===== config.mk =====
export PLATFORM = sky130hd
export DESIGN_NAME = a0_logger
export DESIGN_NICKNAME = d
export VERILOG_FILES = /design/src/rtl/a0_logger_pkg.sv /design/src/rtl/a0_logger_sync_fifo.sv /design/src/rtl/a0_logger.sv
export SDC_FILE = /design/constraint.sdc
export NUM_CORES = 1
export LEC_CHECK = 0
export BUFFER_PORTS_ARGS = -buffer_cell sky130_fd_sc_hd__buf_4
export CELL_PAD_IN_SITES_DETAIL_PLACEMENT = 0
export CELL_PAD_IN_SITES_GLOBAL_PLACEMENT = 1
export CORE_AREA = 3 3 251 253
export CTS_CLUSTER_DIAMETER = 150
export DETAILED_ROUTE_END_ITERATION = 16
export DIE_AREA = 0 0 254 256
export PLACE_DENSITY = 0.58
export SYNTH_ARGS = -nofsm -noshare
export SYNTH_HDL_FRONTEND = slang
export SYNTH_HIERARCHICAL = 1
export SYNTH_SLANG_ARGS = --single-unit

===== constraint.sdc =====
create_clock -name clk -period 9.3 [get_ports clk]
set_input_delay 2.79 -clock clk [delete_from_list [all_inputs] [get_ports clk]]
set_output_delay 2.79 -clock clk [all_outputs]
set_load 0.1 [all_outputs]

===== src/rtl/a0_logger_pkg.sv =====
// Shared types and constants for the a0 change-capture logger.
// Default-width record layout, overflow counter width, saturating increment.
// No logic state lives here.
package a0_logger_pkg;

  localparam int DATA_WIDTH_DEF = 32;
  localparam int SEQ_W_DEF      = 8;
  localparam int OVF_W          = 16;

  // Record as seen by the consumer at default widths: sequence above data.
  typedef struct packed {
    logic [SEQ_W_DEF-1:0]      seq;
    logic [DATA_WIDTH_DEF-1:0] data;
  } log_entry_t;

  // Saturating increment for the dropped-event counter.
  function automatic logic [OVF_W-1:0] sat_inc(input logic [OVF_W-1:0] v);
    return (v == '1) ? v : v + OVF_W'(1);
  endfunction

endpackage


===== src/rtl/a0_logger_sync_fifo.sv =====
// Show-ahead synchronous FIFO: head entry is always visible on rd_dat.
// Latency: a push becomes visible on rd_dat/empty the cycle after the edge.
// Backpressure: push while full is ignored unless a pop happens in the same cycle.
module sync_fifo #(
  parameter int W     = 40,
  parameter int DEPTH = 8,
  parameter int AW    = $clog2(DEPTH),
  parameter int LVL_W = $clog2(DEPTH) + 1
) (
  input  logic             clk,
  input  logic             rst,
  input  logic             push,
  input  logic [W-1:0]     push_dat,
  input  logic             pop,
  input  logic             flush,
  output logic [W-1:0]     rd_dat,
  output logic             full,
  output logic             empty,
  output logic [LVL_W-1:0] level
);

  localparam logic [LVL_W-1:0] FULL_LVL = LVL_W'(DEPTH);

  logic [W-1:0]     mem_q [DEPTH];
  logic [W-1:0]     mem_d [DEPTH];
  logic [AW-1:0]    wr_ptr_q, wr_ptr_d;
  logic [AW-1:0]    rd_ptr_q, rd_ptr_d;
  logic [LVL_W-1:0] level_q, level_d;
  logic             do_push;
  logic             do_pop;

  assign full   = (level_q == FULL_LVL);
  assign empty  = (level_q == '0);
  assign level  = level_q;
  assign rd_dat = mem_q[rd_ptr_q];

  // Next-state: flush wins; otherwise accept push/pop, pop frees a slot for a full push.
  always_comb begin
    mem_d    = mem_q;
    wr_ptr_d = wr_ptr_q;
    rd_ptr_d = rd_ptr_q;
    level_d  = level_q;
    do_pop   = pop && !empty;
    do_push  = push && (!full || do_pop);
    if (flush) begin
      wr_ptr_d = '0;
      rd_ptr_d = '0;
      level_d  = '0;
      do_pop   = 1'b0;
      do_push  = 1'b0;
    end else begin
      if (do_push) begin
        mem_d[wr_ptr_q] = push_dat;
        wr_ptr_d        = wr_ptr_q + AW'(1);
      end
      if (do_pop) begin
        rd_ptr_d = rd_ptr_q + AW'(1);
      end
      case ({do_push, do_pop})
        2'b10:   level_d = level_q + LVL_W'(1);
        2'b01:   level_d = level_q - LVL_W'(1);
        default: level_d = level_q;
      endcase
    end
  end

  // Storage and pointers; storage is cleared on reset so the idle head reads zero.
  always_ff @(posedge clk or negedge rst) begin
    if (!rst) begin
      for (int i = 0; i < DEPTH; i++) mem_q[i] <= '0;
      wr_ptr_q <= '0;
      rd_ptr_q <= '0;
      level_q  <= '0;
    end else begin
      mem_q    <= mem_d;
      wr_ptr_q <= wr_ptr_d;
      rd_ptr_q <= rd_ptr_d;
      level_q  <= level_d;
    end
  end

endmodule


===== src/rtl/a0_logger.sv =====
// Logs each distinct a0 value with a sequence number into a show-ahead FIFO.
// Latency: one cycle from a0 change to out_valid; no combinational path from a0_in.
// Backpressure: out_ready=0 fills the FIFO; events while full are dropped and counted.
module a0_logger
  import a0_logger_pkg::*;
#(
  parameter int DATA_WIDTH = 32,
  parameter int DEPTH      = 8,
  parameter int SEQ_W      = 8
) (
  input  logic                       clk,
  input  logic                       rst,
  input  logic                       en,
  input  logic                       clear,
  input  logic [DATA_WIDTH-1:0]      a0_in,
  output logic                       out_valid,
  input  logic                       out_ready,
  output logic [DATA_WIDTH-1:0]      out_data,
  output logic [SEQ_W-1:0]           out_seq,
  output logic [$clog2(DEPTH):0]     level,
  output logic [OVF_W-1:0]           overflow_cnt
);

  typedef struct packed {
    logic [SEQ_W-1:0]      seq;
    logic [DATA_WIDTH-1:0] data;
  } entry_t;

  logic [DATA_WIDTH-1:0] last_val_q, last_val_d;
  logic                  have_last_q, have_last_d;
  logic [SEQ_W-1:0]      seq_q, seq_d;
  logic [OVF_W-1:0]      ovf_q, ovf_d;

  logic   evt;
  logic   pop;
  logic   push;
  logic   fifo_full;
  logic   fifo_empty;
  entry_t push_ent;
  entry_t head_ent;

  assign out_valid    = !fifo_empty;
  assign out_data     = head_ent.data;
  assign out_seq      = head_ent.seq;
  assign overflow_cnt = ovf_q;
  assign pop          = out_valid && out_ready;
  assign push_ent     = '{seq: seq_q, data: a0_in};

  // Change detection, push/drop decision and bookkeeping; clear overrides everything.
  always_comb begin
    last_val_d  = last_val_q;
    have_last_d = have_last_q;
    seq_d       = seq_q;
    ovf_d       = ovf_q;
    evt         = en && (!have_last_q || (a0_in != last_val_q));
    push        = 1'b0;
    if (clear) begin
      have_last_d = 1'b0;
      seq_d       = '0;
      ovf_d       = '0;
    end else if (evt) begin
      last_val_d  = a0_in;
      have_last_d = 1'b1;
      seq_d       = seq_q + SEQ_W'(1);
      if (!fifo_full || pop) begin
        push = 1'b1;
      end else begin
        ovf_d = sat_inc(ovf_q);
      end
    end
  end

  // Detector and counter state.
  always_ff @(posedge clk or negedge rst) begin
    if (!rst) begin
      last_val_q  <= '0;
      have_last_q <= 1'b0;
      seq_q       <= '0;
      ovf_q       <= '0;
    end else begin
      last_val_q  <= last_val_d;
      have_last_q <= have_last_d;
      seq_q       <= seq_d;
      ovf_q       <= ovf_d;
    end
  end

  sync_fifo #(
    .W     ($bits(entry_t)),
    .DEPTH (DEPTH)
  ) u_fifo (
    .clk      (clk),
    .rst      (rst),
    .push     (push),
    .push_dat (push_ent),
    .pop      (pop && !clear),
    .flush    (clear),
    .rd_dat   (head_ent),
    .full     (fifo_full),
    .empty    (fifo_empty),
    .level    (level)
  );

endmodule


==> results.ini <==
[outcome]
status=completed

[layout]
fill_cells=5892
layout.nets=1310
design_area_mm2=0.0213
area_growth_pct=16.5
multi_input_area_mm2=0.00813
diodes=0
ff_latch_area_mm2=0.00969
final_core_util_pct=34.7
final_cells=2092
drive_above_1_share_pct=52.5

[sta]
hold_slack_ns=0.486
fin_skew_ns=0.0152
rsz0062_at_grt=false
setup_slack_ns=2.60
layout_min_cycle_time_ns=6.70
setup_tns_ns=0
finalCritPeriodShare_pct=72.0
worst_pin_slew_ns=1.07
relSlewSlack_pct=28.7
fmax_ghz=0.149
finalSetupViolations=0
report.final.slew_viol_count=0
hold_viol_final=0

[logic_synthesis]
synth_compound_area_share_pct=0.829
synth_cell_types=48
synth_top_cell_area_share_pct=53.0
seq_area_frac_synth_pct=53.0
yosys_register_bits=387
synth_edf_count=0
netlist_area_mm2=0.0183
ys_warn_count=6
synth.largest_area_cell=dfrtp_1
synth_mux_area_share_pct=36.7
synth_async_sr_flop_share_pct=100
synth_top_family_by_area=multiplexers
synth_adder_area_share_pct=0.521
synthCells=1176
synth_nets=1220
synth.avg_cell_area_um2=15.5
synthFlopType=dfrtp_1
synth.top_cells.by_area=dfrtp_1 (53%), mux2_2 (20%), mux4_2 (9.9%)
yosys.area_share.simple_pct=4.39
synth_xor_area_share_pct=1.87

[global_routing]
overflow=0
gr-usage-all-layers_pct=13.5
antenna_found_initial=1
grt_max_degree=157
grt_pass1_wl_mm=68.4
grt_pass1_vias=11100

[die]
start_util_pct=29.8
pin_count=98
core_mm2=0.0613
std_cell_rows=91
die_w_um=254
die_y_um=256
die-area_mm2=0.0650

[cts]
cts_tree=built
clk_pin_slew_ns=0.06
cts_root_buf=clkbuf_16
numCtsBuffers=47
cts_sinks=387
htree_levels=2
cts_buffer_depth=3
cts_resized=0
post_cts_buffers=0
clk_latency_ns=0.58
cts_hold_buf=0

[critical_path]
r2r-end=u_fifo/mem_q[61]
critPathCapture=u_fifo/mem_q[61]
crit_start=a0_in[26]
r2r-start=last_val_q[26]
startpoint_type=primary input
arrival_ns=7.15
crit_required_ns=9.75
crit_type=in -> reg
rr_worst_depth=12
rrSetupSlack_ns=4.58
cp_max_fo=29
endpoint_kind=flop

[worst_hold_path]
hold_class=reg -> reg
holdPathStages=1

[power_and_ir_drop]
internal-power_mw=3.40
switching_share_pct=31.3
leakagePower_nw=9.80
power_mw=4.95
switchingPower_mw=1.55
clkPwrFrac_pct=37.0
p_comb_share_pct=23.1
vdd_drop_max_mv=0.123
p_per_area_mw_per_mm2=233
seq_power_share_pct=39.8

[drt]
num_vias=10100
drc=0
ant_nets=0
dr.pass1.iters=4
wl_per_cell_um=20.6
wl_mm=43.1
drt_iter0_drc=555
vias_per_cell=4.85

[placed_design]
dp_slack_ns=1.81
io_buffers=97
gp_congestion=0.704
placed_cell_area_mm2=0.0197
place_hpwl_mm=25.5
dp.cells=2007

[flow_run]
max_cap_viol_count=0

==> flip-flops by register name, summed over array words and instances (netlist names) <==
name and count:
overflow_cnt 16, have_last_q 1, u_fifo/mem_q 320, last_val_q 32
u_fifo/rd_ptr_q 3, u_fifo/wr_ptr_q 3, seq_q 8, u_fifo/level 4
==> metal layers <==
| layer | GRT usage, % | vias to the layer above | part of all wire, % |
|---|---|---|---|
| li1 | - | 4526 | - |
| met1 | 18.8 | 5413 | 47 |
| met2 | 21.6 | 148 | 47 |
| met3 | 2.93 | 55 | 4.3 |
| met4 | 3.07 | 2 | 1.7 |
| met5 | 0 | - | 0.030 |
==> worst min-delay path by stage <==
stage	startpoint	end	slack [ns]
global route	u_fifo/mem_q[74]	u_fifo/mem_q[74]	0.49
global placement	u_fifo/mem_q[308]	u_fifo/mem_q[308]	0.46
finish	u_fifo/mem_q[308]	u_fifo/mem_q[308]	0.49
CTS	u_fifo/mem_q[308]	u_fifo/mem_q[308]	0.49
detailed placement	u_fifo/mem_q[308]	u_fifo/mem_q[308]	0.48
floorplan	u_fifo/mem_q[293]	u_fifo/mem_q[293]	0.45
==> Yosys cell counts (5+ instances only) <==
| cell | number |
|---|---|
| a21oi_1 | 8 |
| buf_1 | 6 |
| buf_2 | 29 |
| buf_4 | 8 |
| buf_6 | 9 |
| clkbuf_1 | 20 |
| dfrtp_1 | 387 |
| ha_1 | 6 |
| mux2_1 | 11 |
| mux2_2 | 328 |
| mux2_4 | 69 |
| mux2i_1 | 5 |
| mux4_2 | 80 |
| nand2_1 | 15 |
| nand2b_1 | 6 |
| nand3_1 | 12 |
| nand4_1 | 14 |
| nor2_1 | 38 |
| nor2b_1 | 19 |
| nor3_1 | 12 |
| nor4_1 | 6 |
| o21ai_0 | 8 |
| or3_1 | 7 |
| xnor2_1 | 24 |
| xor2_1 | 15 |
==> area by class of cell <==
cell class                 count  share of cell area (%)
sequential                   387                    45.6
multi-input combinational    712                    38.2
clock buffer                  71                    6.57
tap                          790                    4.65
timing repair buffer         117                    4.22
clock inverter                14                   0.747
inverter                       1                  0.0176
==> power groups by stage <==
stage,Clock (mW),Combinational [mW],Sequential (mW)
floorplan,0,0.903,1.98
global placement,0,1.15,1.99
detailed placement,0,1.16,2.00
CTS,1.90,1.16,1.97
global route,1.97,1.21,2.00
finish,1.83,1.15,1.97
==> kinds of logic after synthesis <==
family | Yosys count
buffers and inverters | 77
AOI/OAI and AO/OA | 25
and+or+nand+nor | 148
DFF | 387
adders and majority gates | 7
muxes | 493
xor gates and xnor gates | 39
==> cells in the final DEF (no fill, tap or decap), types with 2 or more instances in the layout <==
| cell | Yosys | final |
|---|---|---|
| and2_1 | 2 | 2 |
| dfrtp_1 | 387 | 384 |
| ha_1 | 6 | 6 |
| nand3_1 | 12 | 11 |
| nor3_1 | 12 | 11 |
| or4_1 | 2 | 2 |
| o211ai_1 | 3 | 3 |
| nor2b_1 | 19 | 19 |
| inv_6 | 0 | 3 |
| xnor2_1 | 24 | 24 |
| clkbuf_16 | 0 | 47 |
| xor2_1 | 15 | 15 |
| a211oi_1 | 2 | 2 |
| bufinv_16 | 0 | 3 |
| nand4_1 | 14 | 14 |
| and3_1 | 2 | 2 |
| buf_4 | 8 | 115 |
| nor4_1 | 6 | 5 |
| dfrtp_4 | 0 | 2 |
| mux2i_1 | 5 | 5 |
| clkbuf_8 | 0 | 13 |
| mux2_2 | 328 | 328 |
| nor4b_1 | 3 | 3 |
| a21oi_1 | 8 | 8 |
| clkinv_2 | 0 | 7 |
| nand2_1 | 15 | 15 |
| mux4_2 | 80 | 80 |
| mux2_1 | 11 | 11 |
| nand2b_1 | 6 | 6 |
| mux2_4 | 69 | 69 |
| o21ai_0 | 8 | 8 |
| or3_1 | 7 | 7 |
| nor2_1 | 38 | 38 |
| clkbuf_1 | 20 | 11 |
==> worst max-delay path, stage by stage <==
cell and delay (ns):
buf_4 0.15, xor2_1 0.14, nor4_1 0.79, nand3_1 0.26, nor4_4 0.34, buf_4 0.35, or3b_4 0.20, a21oi_1 0.13
nor2b_1 0.24, nand2_1 0.15, or4b_2 0.83, buf_4 0.38, mux2_2 0.36
Note: power is estimated with default switching activity, not from simulation.
